===== src/rtl/fxu_pipe_pkg.sv =====
// fxu_pipe_pkg: opcode encodings shared by the fixed-point unit, RS and decoder
package fxu_pipe_pkg;
  localparam logic [3:0] OP_MOV = 4'd0;
  localparam logic [3:0] OP_ADD = 4'd1;
  localparam logic [3:0] OP_SUB = 4'd2;
  localparam logic [3:0] OP_JEQ = 4'd6;
  localparam logic [3:0] OP_JLT = 4'd7;
endpackage


===== src/rtl/fxu_alu.sv =====
// fxu_alu: combinational fixed-point op evaluation; unknown opcodes give 0
module fxu_alu
  import fxu_pipe_pkg::*;
#(
  parameter int WIDTH = 16
) (
  input  logic [3:0]       op,
  input  logic [WIDTH-1:0] val0,
  input  logic [WIDTH-1:0] val1,
  output logic [WIDTH-1:0] res
);
  always_comb
    res = op == OP_MOV ? val0 :
          op == OP_ADD ? val0 + val1 :
          op == OP_SUB ? val0 - val1 :
          op == OP_JEQ ? WIDTH'(val0 == val1) :
          op == OP_JLT ? WIDTH'($signed(val0) < $signed(val1)) : '0;
endmodule


===== src/rtl/fxu_pipe.sv =====
// fxu_pipe: STAGES-deep fixed-point pipe with lockstep stall toward the CDB and flush
module fxu_pipe
  import fxu_pipe_pkg::*;
#(
  parameter int WIDTH  = 16,
  parameter int TAG_W  = 6,
  parameter int STAGES = 2
) (
  input  logic             clk,
  input  logic             reset,
  input  logic             valid,
  input  logic [TAG_W-1:0] rs_num,
  input  logic [3:0]       op,
  input  logic [15:0]      pc,
  input  logic [WIDTH-1:0] val0,
  input  logic [WIDTH-1:0] val1,
  output logic             busy,
  input  logic             flush,
  output logic             valid_out,
  input  logic             out_ready,
  output logic [TAG_W-1:0] rs_num_out,
  output logic [3:0]       op_out,
  output logic [15:0]      pc_out,
  output logic [WIDTH-1:0] res_out
);
  typedef struct packed {
    logic             v;
    logic [TAG_W-1:0] tag;
    logic [3:0]       op;
    logic [15:0]      pc;
    logic [WIDTH-1:0] res;
  } stage_t;
  stage_t [STAGES-1:0] s, nxt;
  logic [WIDTH-1:0] res;
  logic adv;
  fxu_alu #(.WIDTH(WIDTH)) alu (.op(op), .val0(val0), .val1(val1), .res(res));
  assign adv = !s[STAGES-1].v || out_ready;
  assign busy = !adv;
  // Bubbles enter as all-zero records so idle payload outputs read 0
  always_comb begin
    nxt = s << $bits(stage_t);
    nxt[0] = valid ? stage_t'{v: 1'b1, tag: rs_num, op: op, pc: pc, res: res} : stage_t'('0);
  end
  always_ff @(posedge clk)
    if (reset || flush) s <= '0;
    else if (adv) s <= nxt;
  assign valid_out  = s[STAGES-1].v;
  assign rs_num_out = s[STAGES-1].tag;
  assign op_out     = s[STAGES-1].op;
  assign pc_out     = s[STAGES-1].pc;
  assign res_out    = s[STAGES-1].res;
endmodule


===== config.mk =====
export PLATFORM = sky130hd
export DESIGN_NAME = fxu_pipe
export DESIGN_NICKNAME = d
export VERILOG_FILES = /design/src/rtl/fxu_pipe_pkg.sv /design/src/rtl/fxu_alu.sv /design/src/rtl/fxu_pipe.sv
export SDC_FILE = /design/constraint.sdc
export NUM_CORES = 1
export LEC_CHECK = 0
export ABC_AREA = 1
export BUFFER_PORTS_ARGS = -buffer_cell sky130_fd_sc_hd__buf_2
export CORE_MARGIN = 1
export CORE_UTILIZATION = 35
export DETAILED_ROUTE_END_ITERATION = 6
export GPL_ROUTABILITY_DRIVEN = 0
export GPL_TIMING_DRIVEN = 1
export PLACE_DENSITY = 0.59
export REMOVE_ABC_BUFFERS = 1
export SLEW_MARGIN = 25
export SYNTH_ARGS = -nofsm -noshare
export SYNTH_HDL_FRONTEND = slang
export SYNTH_HIERARCHICAL = 1
export SYNTH_SLANG_ARGS = --single-unit

===== constraint.sdc =====
create_clock -name clk -period 2.4 [get_ports clk]
set_clock_uncertainty 0.05 [all_clocks]
set_input_delay 0.48 -clock clk [delete_from_list [all_inputs] [get_ports clk]]
set_output_delay 0.48 -clock clk [all_outputs]
set_load 0.1 [all_outputs]

[Word-level counts from Yosys, hierarchy flattened]
Cells that the tools add are included.
Word-level totals
  flip-flop bits (word level): 86
  input port bits: 63
  word-level logic and storage cells: 29
Operators by class
  $add $sub $neg: 2
  magnitude comparators: 1
  eq/ne operators: 5
  multiplexer cells: 6
  reductions and logical operators: 5
Operators with widths (number)
  2-to-1 mux 16 bit: 4
  2-to-1 mux 43 bit: 1
  adder 16 bit: 1
  equality test 16 bit: 1
  less-than comparator 16 bit: 1
  subtractor 16 bit: 1
  equality test 4 x 3 -> 1 bit, second input constant: 2
  equality test 4 x 1 -> 1 bit, second input constant: 1
  equality test 4 x 2 -> 1 bit, second input constant: 1
  logical NOT 4 bit: 1
  logical NOT 1 bit: 2
  logical OR 1 bit: 2
  2-to-1 mux 1 bit: 1

[Longest topological paths before layout]
  depth after elaboration: 7
  mapped depth: 19
  mapped depth without buffers: 19

[Cells and area by module]
Netlist, hierarchy kept.
By module, submodules not included
  fxu_pipe: times used 1, cells each 564, area each 3622.2 um^2, seq. area each 1721.7 um^2
  fxu_alu: times used 1, cells each 414, area each 2215.9 um^2, seq. area each 0.0 um^2

[Least setup slack after synthesis]
No wires, ideal clock.
  kind: reg-to-output
  from: register s, in the netlist valid_out
  to: output port busy
  arrival time: 1.698 ns
  required time: 1.870 ns
  slack: 0.172 ns
  cell stages (with the launch flop): 4
  buffers on the path: 1
  cells stage by stage: dfxtp_1 -> inv_2 -> nor2_2 -> buf_2
Between the ends
  cells in the longest elaborated chain, start to end: 3
Ends and longest elaborated chain
  start, declared: line fxu_pipe.sv:33  | stage_t [STAGES-1:0] s, nxt;
  start signal, assigned: line fxu_pipe.sv:46  | else if (adv) s <= nxt;
  logical NOT 1 bit: line fxu_pipe.sv:37  | assign adv = !s[STAGES-1].v || out_ready;
  logical OR 1 bit: line fxu_pipe.sv:37
  logical NOT 1 bit: line fxu_pipe.sv:38  | assign busy = !adv;
  end, declared: line fxu_pipe.sv:17  | output logic busy,
No other way between the ends.

[Worst setup path after layout]
  from: input port val0[0]
  to: register s, in the netlist nxt[57]
Between the ends
  cells in the longest elaborated chain, start to end: 5
Ends and longest elaborated chain
  start, declared: line fxu_pipe.sv:15  | input logic [WIDTH-1:0] val0,
  subtractor 16 bit: line fxu_alu.sv:15  | op == OP_SUB ? val0 - val1 :
  2-to-1 mux 16 bit: line fxu_alu.sv:15
  2-to-1 mux 16 bit *: line fxu_alu.sv:14  | op == OP_ADD ? val0 + val1 :
  2-to-1 mux 16 bit *: line fxu_alu.sv:13  | res = op == OP_MOV ? val0 :
  net res[14]: line fxu_pipe.sv:34  | logic [WIDTH-1:0] res;
  2-to-1 mux 43 bit *: line fxu_pipe.sv:42  | nxt[0] = valid ? stage_t'{v: 1'b1, tag: rs_num, op: op, pc: pc, res: res} : stage_t'('0);
Mark *: on every way through the listed nets, which the timed path passes. The rest lies on a longest branch.
A chain may end at the register's enable or synchronous reset.

==> flow_metrics.env <==
export IMPL_final_common_cell="nand2_1"
export IMPL_worstPathMaxFanout=4
export IMPL_clkLatencyLatePin_ns=0.33
export IMPL_postSynthAreaPerCell_um2=5.97
export IMPL_cp_data_required_time_ns=2.58
export IMPL_ys_seq_area_share_pct=29.5
export IMPL_multiInputGateArea_um2=3390
export IMPL_cts_hold_buf=0
export IMPL_clk_pin_slew_ns=0.06
export IMPL_viasPerCell=4.55
export IMPL_min_to="valid_out"
export IMPL_drive_gt1_share_pct=17.5
export IMPL_whs_path_depth=2
export IMPL_post_cts_repair_setup_buffers=0
export IMPL_p_leak_nw=3.64
export IMPL_start_kind="input pin"
export IMPL_num_vias=5902
export IMPL_hold_path_class="flip-flop to flip-flop"
export IMPL_cts_resized=0
export IMPL_slew_headroom_pct=64.5
export IMPL_grt_use_total_pct=18.3
export IMPL_regArea_um2=1720
export IMPL_fillers=1752
export IMPL_min_from="nxt[85]"
export IMPL_grt_pass1_vias=5371
export IMPL_maxCapViolCount=0
export IMPL_row_count=46
export IMPL_die_h_um=131
export IMPL_num_nets_final=1173
export IMPL_cts_htree_levels=3
export IMPL_stdcell_count=1298
export IMPL_crit_path_cell_trace="buf_2, ha_1, inv_1, fa_1, inv_1, nand2_1, nand2_1, nand2_1, nand2_1, nand2_1, nand3_1, nand2_1, nand3_1, nand3_1, nand2_1, nand2_1, nand2_1, nor2_1"
export IMPL_total_power_mw=3.83
export IMPL_r2r_start="valid_out"
export IMPL_antenna_left=0
export IMPL_setup_violations=0
export IMPL_reg2reg_depth=5
export IMPL_overflow=0
export IMPL_cts_path_max_buffers=2
export IMPL_cts_sinks=86
export IMPL_fmax_mhz=479
export IMPL_cp_common_cell="nand2_1"
export IMPL_post_route_period_util_pct=87.0
export IMPL_firstDrtPassIters=5
export IMPL_core_area_um2=16100
export IMPL_final_cell_mix="nand2_1 (291), nor2_1 (195), inv_1 (114)"
export IMPL_min_period_ns=2.09
export IMPL_slew_violations=0
export IMPL_die_area_um2=17200
export IMPL_portBuffers=106
export IMPL_slowest_delay_ns=0.38
export IMPL_powerDensity_nw_per_um2=546
export IMPL_slowest_stage="fa_1"
export IMPL_yosys_warnings=6
export IMPL_pre_cts_ws_ns=-0.0275
export IMPL_hpwl_um=11400
export IMPL_grt_first_pass_wirelength_um=25900
export IMPL_cp_end_kind="flip-flop"
export IMPL_max_vdd_ir_drop_v=0.000346
export IMPL_postSynthCellCount=978
export IMPL_path_class="input pin to flip-flop"
export IMPL_drtIter0Drc=301
export IMPL_die_x_um=131
export IMPL_cts_tree="yes"
export IMPL_rrSetupSlack_ns=0.94
export IMPL_arrival_ns=2.27
export IMPL_boundaryPins=107
export IMPL_diodes=0
export IMPL_cts_buffers=9
export IMPL_grt_max_degree=66
export IMPL_rsz0062_at_grt="no"
export IMPL_syn_cell_area_um2=5840
export IMPL_hold_violations=0
export IMPL_outcome="completed"
export IMPL_drc=0
export IMPL_synth_seq_cells=86
export IMPL_start_util_pct=36.4
export IMPL_fin_setup_tns_ns=0
export IMPL_cts_root_buffer="clkbuf_16"
export IMPL_fin_hold_ws_ns=0.400
export IMPL_post_drt_wl_per_cell_um=11.9
export IMPL_worst_pin_slew_ns=0.532
export IMPL_place_inst=1282
export IMPL_postRouteWirelength_um=15400
export IMPL_synth_distinct_cells=35
export IMPL_antenna_found_initial=0
export IMPL_r2r_end="res_out[14]"
export IMPL_syn_to_final_growth_pct=20.2
export IMPL_setup_ws_ns=0.311
cell type report:
cell class	count	share of cell area, %
multi-input combinational	719	48.3
sequential	86	24.6
timing repair buffer	135	11.8
inverter	126	6.74
clock buffer	13	3.85
tap	216	3.85
clock inverter	3	0.927
metal layers:
| layer | share of wire, % | routed length, um | global-route usage (%) |
|---|---|---|---|
| met4 | 1.4 | 213 | 5.10 |
| met3 | 4.4 | 675 | 3.13 |
| met5 | 0 | 0 | 0 |
| met1 | 49 | 7580 | 24.3 |
| met2 | 45 | 6970 | 30.2 |
power by group:
| part | switching (mW) | internal [mW] | leakage [nW] | total, mW |
|---|---|---|---|---|
| Combinational | 0.543 | 0.286 | 2.78 | 0.828 |
| Clock | 0.538 | 0.995 | 0.166 | 1.53 |
| Sequential | 0.0139 | 1.45 | 0.697 | 1.47 |
logic make-up after synthesis:
logic type | after synthesis | share of synthesized area (%)
adders and majority gates | 33 | 7.33
buffers and inverters | 173 | 12.7
xor gates and xnor gates | 2 | 0.300
AOI/OAI and AO/OA | 62 | 6.17
and+or+nand+nor | 622 | 44.0
DFF | 86 | 29.5
metrics by stage:
step,cell area (um2),utilization (%)
CTS,7020,43.7
floorplan,5570,-
finish,7020,43.7
global placement,6680,41.6
global route,7020,43.7
detailed placement,6680,41.6
worst max-delay path by stage:
stage | startpoint | to | slack, ns | cells past startpoint
floorplan | valid_out | busy | -1.61 | 2
CTS | val0[0] | nxt[57] | 0.32 | 18
global placement | val0[0] | nxt[57] | 0.02 | 18
finish | val0[0] | nxt[57] | 0.31 | 18
global route | val0[0] | nxt[57] | 0.11 | 18
detailed placement | val0[0] | nxt[57] | -0.03 | 18
cells in the mapped netlist (all sizes together):
cell / n / share of area (%)
o21ai: 18 / 1.6
nor4: 2 / 0.58
a21oi: 34 / 3.3
and2: 2 / 0.21
fa: 2 / 0.69
a31oi: 2 / 0.21
a21boi: 1 / 0.13
nor3: 7 / 0.69
a41oi: 1 / 0.15
xor2: 2 / 0.30
nand3: 104 / 9.1
or2: 1 / 0.11
o21bai: 4 / 0.51
o211ai: 2 / 0.26
nor2: 201 / 13
inv: 125 / 8.0
ha: 31 / 6.6
clkinv: 1 / 0.064
nand4: 6 / 0.64
buf: 38 / 4.0
nand2: 299 / 20
dfxtp: 86 / 29
clkbuf: 9 / 0.58
state kept, by name, summed over array words and instances (netlist names):
name        flops
op_out          4
res_out        16
pc_out         16
valid_out       1
nxt            43
rs_num_out      6
critical path: cells and delay by family:
| family | cells | cell delay, ns |
|---|---|---|
| adder cells (fa/ha/maj) | 2 | 0.59 |
| buffers and inverters | 3 | 0.29 |
| AND/OR/NAND/NOR | 13 | 0.91 |
Note: power is estimated with default switching activity, not from simulation.
